**config.mk**
```make
export PLATFORM = sky130hd
export DESIGN_NAME = gfx_target_if
export DESIGN_NICKNAME = d
export VERILOG_FILES = /design/src/rtl/bus_pkg.sv /design/src/rtl/gfx_regfile.sv /design/src/rtl/gfx_target_if.sv
export SDC_FILE = /design/constraint.sdc
export NUM_CORES = 1
export LEC_CHECK = 0
export CORE_AREA = 2 2 238 240
export DETAILED_ROUTE_END_ITERATION = 10
export DIE_AREA = 0 0 240 242
export MAX_ROUTING_LAYER = met4
export PLACE_DENSITY = 0.76
export SYNTH_ARGS = -nofsm -noshare
export SYNTH_HDL_FRONTEND = slang
export SYNTH_HIERARCHICAL = 1
export SYNTH_SLANG_ARGS = --single-unit
```
**constraint.sdc**
```tcl
create_clock -name clk -period 2.69 [get_ports clk]
set_clock_uncertainty 0.05 [all_clocks]
set_input_delay 0.538 -clock clk [delete_from_list [all_inputs] [get_ports clk]]
set_output_delay 0.538 -clock clk [all_outputs]
set_load 0.03 [all_outputs]
```
**src/rtl/bus_pkg.sv**
```systemverilog
// -----------------------------------------------------------------------------
// bus_pkg: shared bus definitions for the switch and its graphics targets.
//   cmd_t             bus command encoding carried on cmdin/cmdout
//   len_t             beats-minus-one length field
//   RESP_TAR_DEFAULT  response target id used for read responses
//   GFX_Dn_BASE       base addresses of the four graphics device windows
//   ERR_RESP_DATA     data word returned with an error response
// -----------------------------------------------------------------------------
package bus_pkg;

    typedef enum logic [2:0] {
        CMD_IDLE   = 3'd0,
        CMD_READ   = 3'd1,
        CMD_WRITE  = 3'd2,
        CMD_RDRESP = 3'd3,
        CMD_ERR    = 3'd4
    } cmd_t;

    typedef logic [1:0] len_t;

    localparam logic [3:0]  RESP_TAR_DEFAULT = 4'hF;

    localparam logic [31:0] GFX_D0_BASE = 32'hF000_0000;
    localparam logic [31:0] GFX_D1_BASE = 32'hF000_0100;
    localparam logic [31:0] GFX_D2_BASE = 32'hF000_0200;
    localparam logic [31:0] GFX_D3_BASE = 32'hF000_0300;

    localparam logic [31:0] ERR_RESP_DATA = 32'hDEAD_BEEF;

endpackage

```
**src/rtl/gfx_regfile.sv**
```systemverilog
// -----------------------------------------------------------------------------
// gfx_regfile: NREGS x 32-bit register file for the graphics target.
//   clk, reset      bus clock, synchronous active-high reset
//   we_i            write enable for this cycle
//   widx_i/wdata_i  write word index / write data
//   sticky_set_i    (GFX_TGT_ERR_RESP_EN only) set the out-of-range flag,
//                   bit 31 of the last register
//   ridx_i/rdata_o  combinational read port
//   regs_o          flattened register contents for the display engine
//   strobe_o        one-cycle pulse per register, aligned with the cycle in
//                   which the new value is first visible on regs_o
// Optional macro: GFX_TGT_ERR_RESP_EN (bit 31 of the last register becomes a
// sticky error flag that any write to that register clears).
// -----------------------------------------------------------------------------
module gfx_regfile #(
    parameter int NREGS = 16,
    parameter int IW    = $clog2(NREGS)
) (
    input  logic                   clk,
    input  logic                   reset,
    input  logic                   we_i,
    input  logic [IW-1:0]          widx_i,
    input  logic [31:0]            wdata_i,
`ifdef GFX_TGT_ERR_RESP_EN
    input  logic                   sticky_set_i,
`endif
    input  logic [IW-1:0]          ridx_i,
    output logic [31:0]            rdata_o,
    output logic [32*NREGS-1:0]    regs_o,
    output logic [NREGS-1:0]       strobe_o
);

    logic [NREGS-1:0][31:0] regs_q;
    logic [NREGS-1:0]       strobe_q;

    // Register storage and write strobes; reset clears every word.
    always_ff @(posedge clk) begin
        if (reset) begin
            regs_q   <= '0;
            strobe_q <= '0;
        end else begin
            strobe_q <= '0;
            if (we_i) begin
                regs_q[widx_i]   <= wdata_i;
                strobe_q[widx_i] <= 1'b1;
`ifdef GFX_TGT_ERR_RESP_EN
                // The flag bit is not data: writing the register clears it.
                if (widx_i == IW'(NREGS - 1)) begin
                    regs_q[widx_i][31] <= 1'b0;
                end
`endif
            end
`ifdef GFX_TGT_ERR_RESP_EN
            if (sticky_set_i) begin
                regs_q[NREGS-1][31] <= 1'b1;
            end
`endif
        end
    end

    assign rdata_o  = regs_q[ridx_i];
    assign regs_o   = regs_q;
    assign strobe_o = strobe_q;

endmodule

```
**src/rtl/gfx_target_if.sv**
```systemverilog
// -----------------------------------------------------------------------------
// gfx_target_if: bus-target front end for one graphics device.
//   clk, reset        bus clock, synchronous active-high reset
//   selin/cmdin       request select and command (first beat carries command)
//   addrdatain/lenin  beat 0 address, later beats write data; beats minus one
//   ackin             switch accepts the pending response (one-cycle pulse)
//   reqout/reqtar     response request and target id
//   addrdataout       response beat data
//   lenout/cmdout     response length and command
//   reg_q             flattened register file for the display engine
//   wr_strobe         one-cycle pulse per register written
// Optional macro: GFX_TGT_ERR_RESP_EN (out-of-range accesses get an error
// response / sticky flag instead of aliasing into the register file).
// -----------------------------------------------------------------------------
module gfx_target_if import bus_pkg::*; #(
    parameter logic [31:0] BASE_ADDR = GFX_D0_BASE,
    parameter int          NREGS     = 16,
    parameter logic [3:0]  RESP_TAR  = RESP_TAR_DEFAULT
) (
    input  logic                   clk,
    input  logic                   reset,
    input  logic                   selin,
    input  logic [2:0]             cmdin,
    input  logic [31:0]            addrdatain,
    input  logic [1:0]             lenin,
    input  logic                   ackin,
    output logic                   reqout,
    output logic [3:0]             reqtar,
    output logic [31:0]            addrdataout,
    output logic [1:0]             lenout,
    output logic [2:0]             cmdout,
    output logic [32*NREGS-1:0]    reg_q,
    output logic [NREGS-1:0]       wr_strobe
);

    localparam int IW = $clog2(NREGS);

    typedef enum logic [2:0] {
        ST_IDLE    = 3'd0,
        ST_WDATA   = 3'd1,
        ST_RD_REQ  = 3'd2,
        ST_RD_DATA = 3'd3
`ifdef GFX_TGT_ERR_RESP_EN
        , ST_ERR   = 3'd4
`endif
    } state_t;

    state_t        state_q, state_d;
    logic [IW-1:0] idx_q, idx_d;
    len_t          len_q, len_d;
    len_t          cnt_q, cnt_d;
    logic [IW-1:0] cmd_idx_s;
    logic          rf_we_s;
    logic [31:0]   rf_rdata_s;
`ifdef GFX_TGT_ERR_RESP_EN
    logic          oor_q, oor_d;
    logic          cmd_oor_s;
    logic          sticky_set_s;
`endif

    // Word index is the offset into the device window; for an aligned base
    // the subtraction folds away.
    assign cmd_idx_s = addrdatain[IW+1:2] - BASE_ADDR[IW+1:2];
`ifdef GFX_TGT_ERR_RESP_EN
    assign cmd_oor_s = (addrdatain[7:IW+2] != BASE_ADDR[7:IW+2]);
`endif

    gfx_regfile #(.NREGS(NREGS), .IW(IW)) u_regfile (
        .clk          (clk),
        .reset        (reset),
        .we_i         (rf_we_s),
        .widx_i       (idx_q),
        .wdata_i      (addrdatain),
`ifdef GFX_TGT_ERR_RESP_EN
        .sticky_set_i (sticky_set_s),
`endif
        .ridx_i       (idx_q),
        .rdata_o      (rf_rdata_s),
        .regs_o       (reg_q),
        .strobe_o     (wr_strobe)
    );

    // State register and transaction context.
    always_ff @(posedge clk) begin
        if (reset) begin
            state_q <= ST_IDLE;
            idx_q   <= '0;
            len_q   <= 2'd0;
            cnt_q   <= 2'd0;
`ifdef GFX_TGT_ERR_RESP_EN
            oor_q   <= 1'b0;
`endif
        end else begin
            state_q <= state_d;
            idx_q   <= idx_d;
            len_q   <= len_d;
            cnt_q   <= cnt_d;
`ifdef GFX_TGT_ERR_RESP_EN
            oor_q   <= oor_d;
`endif
        end
    end

    // Next-state logic, beat counting and register-file write enable.
    always_comb begin
        state_d = state_q;
        idx_d   = idx_q;
        len_d   = len_q;
        cnt_d   = cnt_q;
        rf_we_s = 1'b0;
`ifdef GFX_TGT_ERR_RESP_EN
        oor_d        = oor_q;
        sticky_set_s = 1'b0;
`endif
        case (state_q)
            ST_IDLE: begin
                if (selin && (cmdin == CMD_WRITE)) begin
                    idx_d   = cmd_idx_s;
                    len_d   = lenin;
                    cnt_d   = 2'd0;
                    state_d = ST_WDATA;
`ifdef GFX_TGT_ERR_RESP_EN
                    oor_d        = cmd_oor_s;
                    sticky_set_s = cmd_oor_s;
`endif
                end else if (selin && (cmdin == CMD_READ)) begin
                    idx_d   = cmd_idx_s;
                    len_d   = lenin;
                    cnt_d   = 2'd0;
`ifdef GFX_TGT_ERR_RESP_EN
                    state_d = cmd_oor_s ? ST_ERR : ST_RD_REQ;
`else
                    state_d = ST_RD_REQ;
`endif
                end else begin
                    state_d = ST_IDLE;
                end
            end
            ST_WDATA: begin
                // selin low is a stall: neither write nor count.
                if (selin) begin
`ifdef GFX_TGT_ERR_RESP_EN
                    rf_we_s = ~oor_q;
`else
                    rf_we_s = 1'b1;
`endif
                    idx_d = idx_q + IW'(1);
                    cnt_d = cnt_q + 2'd1;
                    if (cnt_q == len_q) begin
                        state_d = ST_IDLE;
                    end else begin
                        state_d = ST_WDATA;
                    end
                end else begin
                    state_d = ST_WDATA;
                end
            end
            ST_RD_REQ: begin
                if (ackin) begin
                    if (len_q == 2'd0) begin
                        state_d = ST_IDLE;
                    end else begin
                        idx_d   = idx_q + IW'(1);
                        cnt_d   = 2'd1;
                        state_d = ST_RD_DATA;
                    end
                end else begin
                    state_d = ST_RD_REQ;
                end
            end
            ST_RD_DATA: begin
                if (cnt_q == len_q) begin
                    state_d = ST_IDLE;
                end else begin
                    idx_d   = idx_q + IW'(1);
                    cnt_d   = cnt_q + 2'd1;
                    state_d = ST_RD_DATA;
                end
            end
`ifdef GFX_TGT_ERR_RESP_EN
            ST_ERR: begin
                if (ackin) begin
                    state_d = ST_IDLE;
                end else begin
                    state_d = ST_ERR;
                end
            end
`endif
            default: begin
                state_d = ST_IDLE;
            end
        endcase
    end

    // Response outputs decoded from the current state.
    always_comb begin
        reqout      = 1'b0;
        reqtar      = 4'h0;
        addrdataout = 32'h0000_0000;
        lenout      = 2'd0;
        cmdout      = CMD_IDLE;
        case (state_q)
            ST_RD_REQ: begin
                reqout      = 1'b1;
                reqtar      = RESP_TAR;
                lenout      = len_q;
                cmdout      = CMD_RDRESP;
                addrdataout = rf_rdata_s;
            end
            ST_RD_DATA: begin
                reqtar      = RESP_TAR;
                lenout      = len_q;
                cmdout      = CMD_RDRESP;
                addrdataout = rf_rdata_s;
            end
`ifdef GFX_TGT_ERR_RESP_EN
            ST_ERR: begin
                reqout      = 1'b1;
                reqtar      = RESP_TAR;
                lenout      = 2'd0;
                cmdout      = CMD_ERR;
                addrdataout = ERR_RESP_DATA;
            end
`endif
            default: begin
                reqout = 1'b0;
            end
        endcase
    end

endmodule

```
# [Word level (Yosys, flattened, before mapping)]
# Cells that the tools add are included.
[classes] n_addsub=2 multipliers=0 div=0 order_cmp=2 eq_ne=11 shifts=0 mux=38 bitwise_logic=1 reduce_logical=11
[op_table] cell="bitwise mux 512 bit" count=1
[op_table] cell="binary-select mux 32 bit (select 4 bit)" count=1
[op_table] cell="demux 32 bit (select 4 bit)" count=1
[op_table] cell="2-to-1 mux 32 bit" count=3
[op_table] cell="2-to-1 mux 2 bit" count=14
[op_table] cell="2-to-1 mux 4 bit" count=7
[op_table] cell="case mux 4 bit (4 select lines)" count=1
[op_table] cell="case mux 3 bit (4 select lines)" count=1
[op_table] cell="equality test 3 x 2 -> 1 bit (second input constant)" count=3
[op_table] cell="!= test 2 bit (second input constant)" count=4
[op_table] cell="case mux 2 bit (4 select lines)" count=1
[op_table] cell="equality test 3 x 1 -> 1 bit (second input constant)" count=2
[op_table] cell="2-to-1 mux 3 bit" count=2
[op_table] cell="AND reduction 6 bit" count=1
[op_table] cell="less-than comparator 4 x 5 -> 1 bit (second input constant)" count=1
[op_table] cell="2-to-1 mux 1 bit" count=5
[op_table] cell="adder 4 x 1 -> 4 bit (second input constant)" count=1
[op_table] cell="demux 1 bit (select 4 bit)" count=1
[op_table] cell="greater-or-equal comparator 4 x 1 -> 1 bit (second input constant)" count=1
[op_table] cell="nonzero test 4 bit" count=1
[op_table] cell="OR reduction 2 bit" count=2
[op_table] cell="logical AND 1 bit" count=3
[op_table] cell="logical NOT 3 bit" count=1
[op_table] cell="!= test 3 bit (second input constant)" count=1
[op_table] cell="other kinds (6)" count=6
[totals] register_bits=539 latchBits=0 ramBits=0 mem_bits_ro=0 input_bits=41 output_inout_bits=570 n_memories=0

# [Logic depth before layout (Yosys ltp)]
[logic_depth] ltp_word=5 mapped_depth=9 depth_no_buf=5

# [Hierarchy]
# Netlist, hierarchy kept.
[by_module_without_submodules] module="gfx_regfile" n_inst=1 cells_per_inst=2716 area_each_um2=23506.3 seq_area_each_um2=10570.1
[by_module_without_submodules] module="gfx_target_if" n_inst=1 cells_per_inst=119 area_each_um2=893.4 seq_area_each_um2=200.2

# [Worst setup path after synthesis]
# Ideal clock, no wire load.
[synth_timing] path_type="flip-flop to output port" from="register idx_q[0]" to="output port addrdataout[31]" arrival_ns=1.999 t_required_ns=2.102 slack_ns=0.103 path_stages_with_launch=7 n_path_buf=2 cell_sequence="dfxtp_1 > buf_2 > buf_2 > mux4_2 > a22oi_1 > nand2_1 > and2_1"
[synth_via] elab_chain_cells=3
[synth_lines] item="start, declared" line="gfx_target_if.sv:49" rtl="logic [IW-1:0] idx_q, idx_d;"
[synth_lines] item="start signal, assigned" line="gfx_target_if.sv:95" rtl="idx_q <= idx_d;"
[synth_lines] item="binary-select mux 32 bit (select 4 bit)" line="gfx_regfile.sv:61" rtl="assign rdata_o = regs_q[ridx_i];"
[synth_lines] item="2-to-1 mux 32 bit (implied by the code)" line="gfx_regfile.sv:61"
[synth_lines] item="via rf_rdata_s[31]" line="gfx_target_if.sv:54" rtl="logic [31:0] rf_rdata_s;"
[synth_lines] item="2-to-1 mux 32 bit" line="gfx_target_if.sv:202" rtl="case (state_q)"
[synth_lines] item="end, declared" line="gfx_target_if.sv:29" rtl="output logic [31:0] addrdataout,"
# The timed path passes the listed nets, and every way through them passes these cells. The select of a mux whose other input is x is not followed.

# [Worst setup path in the final report]
[layout_timing] from="register idx_q[0]" to="output port addrdataout[8]"
# Same word-level chain as after synthesis.

==> results.cfg <==
[clock_network]
clk_latency_ns = 0.62
cts_buffer_depth = 3
cts_buffers = 57
cts_sinks = 538
tritoncts = yes
htree_levels = 2
holdBufCountCts = 0
root_buffer = clkbuf_16
clkTransAtPathRegs_ns = 0.06

[synthesis]
yosys_warnings = 6
synthCells = 2835
synth_area_um2 = 24400
synth_edf_count = 0
ys_seq_area_share_pct = 44.1
ys.flop_type = dfxtp_1
async_flop_share_pct = 0
synth_cell_types = 40
synth_area_per_cell_um2 = 8.61
syn_nets = 2877
ys_ff_latch = 538

[sta]
setup_viol = 32
setup_ws_ns = -0.622
worstMarginPinSlew_ns = 0.858
max_freq_mhz = 302
finalMaxSlewViolations = 0
tns_ns = -17.33
slew_headroom_pct = 42.8
fin_crit_sh_pct = 123
rsz0062_at_grt = true
finalHoldViolCount = 0
period_minus_slack_ns = 3.31

[critical_path]
crit_arrival_ns = 2.72
start_kind = flip-flop
endpoint_kind = output port
worst_r2r_path_depth = 8
cpMostUsedCell = buf_12
path_buf_inv = 4
regToRegSetupSlack_ns = 0.35
path_max_fanout = 8
critical-path-top-delay-family = multiplexers
path_class = reg -> out
reg2reg_from = state_q[0]
cp_cell_sequence = buf_12 -> buf_12 -> buf_4 -> mux4_2 -> a22oi_2 -> nand2_2 -> and2_4 -> buf_6
timing.rr.end = u_regfile/regs_o[272]
cp_slowest_cell = mux4_2
cp.required_ns = 2.10
critPathMaxStageDelay_ns = 0.57

[power_and_ir_drop]
ir_drop_mv = 0.481
p_int_mw = 13.7
power_density_nw_per_um2 = 526
seq_power_share_pct = 43.4
leakage_nw = 11.4
power_frac_comb_pct = 11.4
p_clk_share_pct = 45.3
p_switching_mw = 4.83
switching_share_pct = 26.1

[die]
core_um2 = 55700
start_util_pct = 43.8
die_width_um = 240
rows = 87
dieArea_um2 = 58100
die_h_um = 242
io_pins = 611

[global_routing]
grt_pass1_vias = 25500
antenna_found_initial = 1
grt_max_degree = 119
grt_first_pass_wirelength_um = 172000
gr-total-overflow = 0
track_usage_pct = 40.2

[place]
place_area_um2 = 32200
place_hpwl_um = 80100
io_buffers = 609
routabilityCongestion = 0.973

[route]
dr.pass1.iters = 7
vias = 27300
drt_iter0_drc = 4534
routedWlPerCell_um = 28.5
wl_um = 118000
detail-route-antenna-nets = 0
vias_per_cell = 6.58
drc = 0

[outcome]
violations = setup timing
status = finished with violations

[finish]
n_fill_cell = 4556
fin_area_um2 = 35300
drive_gt1_share_pct = 18.4
layout.nets = 3383
syn2layout_area_growth_pct = 44.5
final_common_cell = clkdlybuf4s50_1
final_cell_mix = clkdlybuf4s50_1 (570), dfxtp_1 (535), a21oi_1 (522)

[min_path]
hold_path_depth = 2
hold_path_class = in -> reg
min_from = reset
whs_endpoint = len_q[1]

[job]
cap_violations = 0
## area by class of cell
cell class                      instances  area, µm²  share of cell area [%]
Multi-Input combinational cell       1890      12500                    35.5
Clock inverter                         19        277                   0.784
Timing Repair Buffer                  852       9030                    25.6
Tap cell                              756        946                    2.68
Inverter                                2       7.51                  0.0213
Antenna cell                            1       2.50                 0.00710
Clock buffer                           82       1680                    4.77
Sequential cell                       538      10800                    30.6
## state kept, by name, indices dropped and copies added (netlist names)
name,count
u_regfile/strobe_o,16
cnt_q,2
u_regfile/regs_o,512
len_q,2
state_q,2
idx_q,4
## worst reg2reg max path, cell delays in order (launching register included)
cell and delay (ns):
dfxtp_1 0.59, nand2_1 0.16, nor2_1 0.13, buf_4 0.15, buf_4 0.15, nand3b_1 0.16
buf_12 0.26, o21ai_0 0.46, a21oi_1 0.11
## how the worst max path moves through the flow
stage	from	endpoint	slack, ns	depth (start not counted)
final	idx_q[0]	addrdataout[8]	-0.62	8
after global routing	idx_q[0]	addrdataout[0]	-0.66	9
after CTS	idx_q[0]	addrdataout[0]	-0.63	9
after detailed placement	idx_q[1]	addrdataout[18]	-0.28	7
after global placement	idx_q[1]	addrdataout[18]	-0.27	7
after floorplan	idx_q[0]	addrdataout[31]	0.10	6
## timing repair
item                                    in CTS  in global routing
setup buffers                               27                  2
resized for setup                          173                 35
hold endpoints to repair                     0                  0
pin swaps                                   45                 13
cloned                                       5                  0
endpoints found under the setup margin      41                 38
## cells in the mapped netlist (2+ instances only)
cell        n  area, µm²
dfxtp_1   538      10800
a21oi_1   522       2610
nand3_1   515       2580
o21ai_0   436       2180
clkbuf_1  286       1070
mux4_2    128       2880
o21ai_1    83        415
a22oi_1    64        480
buf_1      54        203
buf_2      53        265
nand2_1    39        146
and2_1     37        231
nor3_1     17       85.1
buf_4      11       82.6
nor2_1      9       33.8
mux2i_1     5       50.1
nor2b_1     5       31.3
nand2b_1    4       25.0
nand3b_1    3       22.5
or3_1       3       18.8
and3b_1     2       17.5
inv_1       2       7.51
xnor2_1     2       17.5
## routing by layer
layer | track usage, % | up-vias | wire length, µm
li1 | - | 11400 | -
met1 | 49.3 | 13000 | 40900
met2 | 57.5 | 2421 | 51200
met3 | 11.2 | 493 | 16500
met4 | 27.0 | 0 | 9440
met5 | - | - | 0
## power by group through the flow
| stage | Combinational, mW | Sequential (mW) | Clock (mW) |
|---|---|---|---|
| after floorplan | 0.949 | 8.24 | 0 |
| after global placement | 1.84 | 8.21 | 0 |
| after detailed placement | 1.85 | 8.21 | 0 |
| after CTS | 2.03 | 8.03 | 8.35 |
| after global routing | 2.14 | 8.03 | 8.68 |
| final | 2.11 | 8.03 | 8.39 |
## cell families after synthesis
kind of cell             count (synthesis)  synth area share (%)
XOR/XNOR                                 3                 0.108
multiplexers                           134                  12.1
flip-flops                             538                  44.1
buffers and inverters                  407                  6.71
other                                    1                0.0154
AND/OR/NAND/NOR                        642                  13.3
AO/OA/AOI/OAI                         1109                  23.6
adder cells (fa/ha/maj)                  1                0.0513
## through the flow
step	total power, mW	setup slack, ns	utilization, %	hold WS [ns]	cells
final	18.5	-0.622	63.3	0.261	4140
after global routing	18.9	-0.658	63.3	0.289	4140
after floorplan	9.19	0.103	-	0.425	2835
after global placement	10.1	-0.274	57.9	0.422	4009
after CTS	18.4	-0.627	63.1	0.262	4139
after detailed placement	10.1	-0.279	57.9	0.430	4009
Power figures use the tool's default switching activity.
